==> config.mk <==
export PLATFORM = sky130hd
export DESIGN_NAME = falafel_rsp_serializer_flat
export DESIGN_NICKNAME = d
export VERILOG_FILES = /design/src/rtl/falafel_pkg.sv /design/src/rtl/falafel_rsp_serializer_if.sv /design/src/rtl/falafel_rsp_serializer.sv /design/src/flat_wrapper.sv
export SDC_FILE = /design/constraint.sdc
export NUM_CORES = 1
export LEC_CHECK = 0
export CAP_MARGIN = 10
export CORE_ASPECT_RATIO = 1.2
export CORE_MARGIN = 1
export CORE_UTILIZATION = 45
export CTS_BUF_LIST = sky130_fd_sc_hd__clkbuf_4 sky130_fd_sc_hd__clkbuf_8
export DETAILED_ROUTE_END_ITERATION = 8
export PLACE_DENSITY = 0.81
export SYNTH_ARGS = -nofsm -noshare
export SYNTH_HDL_FRONTEND = slang
export SYNTH_SLANG_ARGS = --single-unit
==> constraint.sdc <==
create_clock -name clk_i -period 2.6 [get_ports clk_i]
set_clock_uncertainty 0.15 [all_clocks]
set_input_delay 0.52 -clock clk_i [delete_from_list [all_inputs] [get_ports clk_i]]
set_output_delay 0.52 -clock clk_i [all_outputs]
set_load 0.05 [all_outputs]
==> src/rtl/falafel_pkg.sv <==
// Shared constants for the falafel allocator datapath.
// DATA_W is the response word width used by the output stage.
package falafel_pkg;
    parameter int DATA_W = 8;
endpackage

==> src/rtl/falafel_rsp_serializer_if.sv <==
// Valid/ready response port of the falafel response serializer.
// master drives the beat; slave is the downstream consumer.
interface falafel_rsp_serializer_if #(
    parameter int DATA_W = 8,
    parameter int BEAT_W = 2
) ();
    logic              rsp_val_o;
    logic              rsp_rdy_i;
    logic [DATA_W-1:0] rsp_data_o;
    logic              rsp_last_o;
    logic [BEAT_W-1:0] rsp_beat_o;

    modport master (
        output rsp_val_o,
        output rsp_data_o,
        output rsp_last_o,
        output rsp_beat_o,
        input  rsp_rdy_i
    );

    modport slave (
        input  rsp_val_o,
        input  rsp_data_o,
        input  rsp_last_o,
        input  rsp_beat_o,
        output rsp_rdy_i
    );
endinterface

==> src/rtl/falafel_rsp_serializer.sv <==
// Replays each response FIFO word 1..MAX_REP beats on a valid/ready port.
// Optional FALAFEL_RSP_SER_STATS_EN adds word/beat counters.
module falafel_rsp_serializer #(
    parameter int DATA_W  = falafel_pkg::DATA_W,
    parameter int MAX_REP = 4,
    localparam int REP_W  = $clog2(MAX_REP + 1),
    localparam int BEAT_W = (MAX_REP > 1) ? $clog2(MAX_REP) : 1
) (
    input  logic                 clk_i,
    input  logic                 rst_ni,
    input  logic [REP_W-1:0]     cfg_rep_i,
    falafel_rsp_serializer_if.master rsp,
    input  logic                 resp_fifo_empty_i,
    output logic                 resp_fifo_read_o,
    input  logic [DATA_W-1:0]    resp_fifo_dout_i
`ifdef FALAFEL_RSP_SER_STATS_EN
    ,
    output logic [31:0]          stat_words_o,
    output logic [31:0]          stat_beats_o
`endif
);

    typedef enum logic {IDLE, SEND} state_t;

    state_t              state_q, state_d;
    logic [DATA_W-1:0]   buf_q, buf_d;
    logic [REP_W-1:0]    rep_q, rep_d;
    logic [BEAT_W-1:0]   beat_q, beat_d;
    logic [REP_W-1:0]    eff_rep;
    logic                pop;
    logic                last;
    logic                val;

    always_comb begin
        eff_rep = cfg_rep_i;
        if (cfg_rep_i == '0) begin
            eff_rep = REP_W'(1);
        end else if (cfg_rep_i > REP_W'(MAX_REP)) begin
            eff_rep = REP_W'(MAX_REP);
        end
    end

    always_ff @(posedge clk_i or negedge rst_ni) begin
        if (!rst_ni) begin
            state_q <= IDLE;
            buf_q   <= '0;
            rep_q   <= REP_W'(1);
            beat_q  <= '0;
        end else begin
            state_q <= state_d;
            buf_q   <= buf_d;
            rep_q   <= rep_d;
            beat_q  <= beat_d;
        end
    end

    always_comb begin
        state_d = state_q;
        buf_d   = buf_q;
        rep_d   = rep_q;
        beat_d  = beat_q;
        pop     = 1'b0;
        val     = 1'b0;
        last    = 1'b0;
        unique case (state_q)
            IDLE: begin
                if (!resp_fifo_empty_i) begin
                    pop     = 1'b1;
                    buf_d   = resp_fifo_dout_i;
                    rep_d   = eff_rep;
                    beat_d  = '0;
                    state_d = SEND;
                end
            end
            SEND: begin
                val  = 1'b1;
                last = (REP_W'(beat_q) == rep_q - REP_W'(1));
                if (rsp.rsp_rdy_i) begin
                    if (!last) begin
                        beat_d = beat_q + BEAT_W'(1);
                    end else if (!resp_fifo_empty_i) begin
                        // back-to-back reload keeps 1 beat/cycle at eff_rep=1
                        pop    = 1'b1;
                        buf_d  = resp_fifo_dout_i;
                        rep_d  = eff_rep;
                        beat_d = '0;
                    end else begin
                        state_d = IDLE;
                    end
                end
            end
            default: state_d = IDLE;
        endcase
    end

    // reset holds IDLE, so only the pop strobe needs explicit gating
    assign resp_fifo_read_o = pop & rst_ni;
    assign rsp.rsp_val_o    = val;
    assign rsp.rsp_last_o   = last;
    assign rsp.rsp_data_o   = (state_q == SEND) ? buf_q : '0;
    assign rsp.rsp_beat_o   = (state_q == SEND) ? beat_q : '0;

`ifdef FALAFEL_RSP_SER_STATS_EN
    logic [31:0] words_q;
    logic [31:0] beats_q;

    always_ff @(posedge clk_i or negedge rst_ni) begin
        if (!rst_ni) begin
            words_q <= '0;
            beats_q <= '0;
        end else begin
            if (resp_fifo_read_o) begin
                words_q <= words_q + 32'd1;
            end
            if (val && rsp.rsp_rdy_i) begin
                beats_q <= beats_q + 32'd1;
            end
        end
    end

    assign stat_words_o = words_q;
    assign stat_beats_o = beats_q;
`endif

endmodule

==> src/flat_wrapper.sv <==
// flat-port wrapper written by rule: the top's interface ports become plain ports
module falafel_rsp_serializer_flat 
#(
    parameter int DATA_W  = falafel_pkg::DATA_W,
    parameter int MAX_REP = 4,
    localparam int REP_W  = $clog2(MAX_REP + 1),
    localparam int BEAT_W = (MAX_REP > 1) ? $clog2(MAX_REP) : 1
)
  (clk_i, rst_ni, cfg_rep_i, resp_fifo_empty_i, resp_fifo_read_o, resp_fifo_dout_i, rsp_rsp_val_o, rsp_rsp_data_o, rsp_rsp_last_o, rsp_rsp_beat_o, rsp_rsp_rdy_i);
  falafel_rsp_serializer_if #(.DATA_W(DATA_W), .BEAT_W(2)) rsp_i ();
  input  logic clk_i;
  input  logic rst_ni;
  input  logic [REP_W-1:0] cfg_rep_i;
  input  logic resp_fifo_empty_i;
  output logic resp_fifo_read_o;
  input  logic [DATA_W-1:0] resp_fifo_dout_i;
  output wire logic [$bits(rsp_i.rsp_val_o)-1:0] rsp_rsp_val_o;
  output wire logic [$bits(rsp_i.rsp_data_o)-1:0] rsp_rsp_data_o;
  output wire logic [$bits(rsp_i.rsp_last_o)-1:0] rsp_rsp_last_o;
  output wire logic [$bits(rsp_i.rsp_beat_o)-1:0] rsp_rsp_beat_o;
  input wire logic [$bits(rsp_i.rsp_rdy_i)-1:0] rsp_rsp_rdy_i;
  assign rsp_rsp_val_o = rsp_i.rsp_val_o;
  assign rsp_rsp_data_o = rsp_i.rsp_data_o;
  assign rsp_rsp_last_o = rsp_i.rsp_last_o;
  assign rsp_rsp_beat_o = rsp_i.rsp_beat_o;
  assign rsp_i.rsp_rdy_i = rsp_rsp_rdy_i;
  falafel_rsp_serializer #(.DATA_W(DATA_W), .MAX_REP(MAX_REP)) u_core (.clk_i(clk_i), .rst_ni(rst_ni), .cfg_rep_i(cfg_rep_i), .rsp(rsp_i), .resp_fifo_empty_i(resp_fifo_empty_i), .resp_fifo_read_o(resp_fifo_read_o), .resp_fifo_dout_i(resp_fifo_dout_i));
endmodule
======== After elaboration in Yosys (flattened, before gate mapping) ========
Cells that the tools add are included.
cells by class
  muxes and demuxes ....................... 25
  equal/unequal tests ..................... 3
  reduce and logical (&&, ||, !) cells .... 2
  bitwise gates (word level) .............. 2
  magnitude comparators ................... 1
  add/sub/neg operators ................... 2
operators by type and width
  kind                   count
  $mux W8                4
  $pmux W8 S2            1
  $mux W3                5
  $mux W2                4
  $mux W1                7
  $pmux W3 S2            1
  $ne A2 B2 Y1 const B   2
  $pmux W1 S2            2
  $pmux W2 S2            1
  $eq A2 B3 Y1           1
  $gt A3 B3 Y1 const B   1
  $logic_not A3 Y1       1
  $sub A3 B1 Y3 const B  1
  $add A2 B1 Y2 const B  1
  $reduce_and A2 Y1      1
  $and A1 B1 Y1          1
  $not A1 Y1             1
word-level totals
  register bits ........................... 14
  word-level logic and storage cells ...... 39
  input port bits ......................... 15

======== Longest topological paths before layout ========
  word-level depth ........................ 7
  depth in mapped cells ................... 7
  depth with buffers taken out ............ 6

======== Worst setup path after synthesis ========
OpenSTA, ideal clock, no wires.
  path kind ............................... register to output
  start point ............................. reg u_core.rep_q[0]
  end point ............................... out rsp_rsp_last_o
  stages on the path, launching flop included .. 5
  required time ........................... 1.930 ns
  path buffers ............................ 0
  setup slack ............................. -0.655 ns
  arrival ................................. 2.585 ns
  cells stage by stage .................... dfstp_2 inv_1 ha_1 xnor2_1 nor4_1
on the way
  word-level cells in the longest chain between the ends .. 3
ends and longest elaborated chain
  element                 line                          RTL
  from (decl)             falafel_rsp_serializer.sv:27  logic [REP_W-1:0] rep_q, rep_d;
  from (signal assigned)  falafel_rsp_serializer.sv:52  rep_q <= rep_d;
  $sub A3 B1 Y3           falafel_rsp_serializer.sv:77  last = (REP_W'(beat_q) == rep_q - REP_W'(1));
  $eq A2 B3 Y1            falafel_rsp_serializer.sv:77
  $mux W1                 falafel_rsp_serializer.sv:65  unique case (state_q)
  to (decl)               flat_wrapper.sv:19            output wire logic [$bits(rsp_i.rsp_last_o)-1:0] rsp_rsp_last_o;
Every way passes these cells.

======== Worst setup path after layout ========
  start point ............................. reg u_core.rep_q[0]
  end point ............................... out resp_fifo_read_o
on the way
  word-level cells in the longest chain between the ends .. 6
ends and longest elaborated chain
  element        line                          RTL
  $sub A3 B1 Y3  falafel_rsp_serializer.sv:77
  $eq A2 B3 Y1   falafel_rsp_serializer.sv:77
  $mux W1        falafel_rsp_serializer.sv:79  if (!last) begin
  $mux W1        falafel_rsp_serializer.sv:78  if (rsp.rsp_rdy_i) begin
  $pmux W1 S2    falafel_rsp_serializer.sv:65
  $and A1 B1 Y1  falafel_rsp_serializer.sv:97  assign resp_fifo_read_o = pop & rst_ni;
  to (decl)      flat_wrapper.sv:15            output logic resp_fifo_read_o;
Every way passes these cells.

==> impl_metrics.yaml <==
synthesis:
  ys_ff_latch: 14
  syn-cell-area_um2: 762
  synthFlopType: "dfrtp_1"
  yosys-top-cells-count: "13 x dfrtp_1, 8 x and2_1, 8 x mux2_4"
  seq_area_frac_synth_pct: 46.1
  async_flop_share_pct: 100
  yosys-top-cells-area: "dfrtp_1 43%, mux2_4 16%, and2_1 6.6%, dfstp_2 3.4%, inv_1 3.4%"
  yosysMostFrequentCell: "dfrtp_1"
  netlist.area_leader.share_pct: 42.7
  synth_edf_count: 0
  syn_avg_cell_area_um2: 12.1
  yosysTopAreaCell: "dfrtp_1"
  synthCells: 63
  yosysWarnings: 0
  synth.distinct_cells: 27
  synth_fp_nets: 79
critical_path:
  path_class: "flop to output port"
  reg2reg_from: "u_core.rep_q[0]$_DFFE_PN1P_"
  cp_top_family: "flip-flops"
  cp.required_ps: 1930
  regToRegSetupSlack_ps: 90
  cp_num_buf_inv: 2
  path_cells: "inv_2 > ha_4 > xnor2_4 > o41ai_4 > nand2b_2 > nor2_4 > buf_12"
  ff2ff_path_depth: 9
  slowest_delay_ps: 550
  critPathMaxFanout: 2
  critPathSlowestCell: "dfstp_2"
  startpoint_type: "flop"
  arrival_ps: 1990
  crit_path_end_kind: "output port"
  r2r-end: "u_core.buf_q[2]$_DFFE_PN0P_"
sta:
  rsz0062_at_grt: "true"
  max_slew_margin_pct: 55.0
  min_period_over_period_pct: 102
  fin_ws_ps: -62.1
  min_period_ps: 2660
  setup_viol: 1
  fmax_mhz: 376
  worst_pin_slew_ps: 670
  slew_violations: 0
  hold_viol: 0
grt:
  gr-max-usage-layer: "met2"
  met2_usage_pct: 40.7
  grt_pass1_vias: 625
  overflow: 0
  met3_usage_pct: 4.27
  grt_usage_pct: 21.0
  grt_use_met1_pct: 20.2
  grt_pass1_wl_um: 2570
  grt_max_degree: 16
  antenna_found_initial: 0
cells_and_area:
  nNetsFinal: 115
  area_delta_synth_final_pct: 57.3
  fillCellCount: 93
  n_antenna_cell: 0
  drive_above_1_share_pct: 33.7
  utilization_pct: 79.8
clocking:
  clock_latency_ps: 270
  clk_transition_reported_paths_ps: 80
  cts_sinks: 14
  hold_buffers: 0
  clockBufferDepth: 2
  clockRootBuffer: "clkbuf_4"
  htreeDepth: 1
  cts-buffers-inserted: 3
  cts_tree: "built"
routing:
  drt-initial-drc-count: 6
  vias: 592
  wire_per_inst_um: 14.2
  drc: 0
  drtPass1Iterations: 4
  ant_nets: 0
  vias_per_cell: 5.15
  routed_wl_um: 1640
die:
  die_area_um2: 1860
  initial_utilization_pct: 50.8
  coreArea_um2: 1500
  dieHeight_um: 47.1
  die_x_um: 39.6
  core.rowCount: 15
  io_pins: 28
placement:
  portBuffers: 27
  dp_slack_ps: 41.9
  hpwl_um: 1210
  gp_congestion: 0.691
flow_run:
  max-cap-violations: 0
min_path:
  hold_class: "flop to flop"
  min_path_cells: 1
  hold_start: "u_core.buf_q[3]$_DFFE_PN0P_"
  min_to: "u_core.buf_q[3]$_DFFE_PN0P_"
run_status:
  status: "complete, but fails checks"
  violations: "setup timing"
==> how the worst max path moves through the flow <==
| stage | start | end | slack (ps) | cells past startpoint |
|---|---|---|---|---|
| floorplan | u_core.rep_q[0]$_DFFE_PN1P_ | resp_fifo_read_o | 1 | 7 |
| global placement | rsp_rsp_rdy_i | resp_fifo_read_o | 60 | 6 |
| detailed placement | rsp_rsp_rdy_i | resp_fifo_read_o | 40 | 6 |
| CTS | u_core.rep_q[0]$_DFFE_PN1P_ | resp_fifo_read_o | -50 | 7 |
| global route | u_core.rep_q[0]$_DFFE_PN1P_ | resp_fifo_read_o | -140 | 7 |
| finish | u_core.rep_q[0]$_DFFE_PN1P_ | resp_fifo_read_o | -60 | 7 |
==> kinds of logic (layout without fill, tap and decap cells) <==
kind of cell	Yosys count	count (layout)	share of synthesized area (%)
and+or+nand+nor	17	17	13.5
xor gates and xnor gates	3	3	3.45
DFF	14	14	46.1
adders and majority gates	1	1	1.64
muxes	12	12	21.3
buffers and inverters	9	44	5.42
AOI/OAI and AO/OA	7	7	8.54
==> through the flow <==
stage                     area [µm²]  std cells  setup TNS [ps]  hold WS [ps]
after floorplan                  820         63               0          74.4
after global placement          1130        107               0           329
after detailed placement        1130        107               0           335
after CTS                       1200        115           -53.3           364
after global routing            1200        115            -140           376
final                           1200        115           -62.1           360
==> repair_timing <==
item,in CTS,in global routing
gates resized for setup,2,1
pin swaps,3,0
setup endpoints to repair,1,10
setup buffers,4,0
==> routing by layer <==
metal	vias up	share of wire (%)	wire length, µm
met2	21	57	930
met4	0	0.86	14
met1	286	36	597
met5	-	0	0
met3	2	5.7	94
li1	283	-	-
==> cell usage in the layout, fill, tap and decap left out, types with 2 or more instances in the layout <==
cell,Yosys,routed
buf_4,0,6
mux2i_1,2,2
clkbuf_4,0,4
mux2_2,2,2
mux2_4,8,8
dfrtp_1,13,12
and2_1,8,8
nand2_1,2,2
clkdlybuf4s50_1,0,24
inv_1,7,6
buf_12,0,2
==> registers in the layout, indices dropped and copies added, names as in the netlist <==
signal / flops
u_core.buf_q: 8
u_core.state_q: 1
u_core.rep_q: 3
u_core.beat_q: 2
==> layout make-up <==
type                            instances  area, µm²  share of cell area, %
Sequential cell                        14        353                   29.4
Inverter                                7       26.3                   2.19
Tap cell                               17       21.3                   1.77
Multi-Input combinational cell         40        434                   36.2
Timing Repair Buffer                   33        334                   27.9
Clock buffer                            4       30.0                   2.51
Power is not shown: default switching activity piles up to over one toggle a cycle in this logic, so the estimate is an artifact.
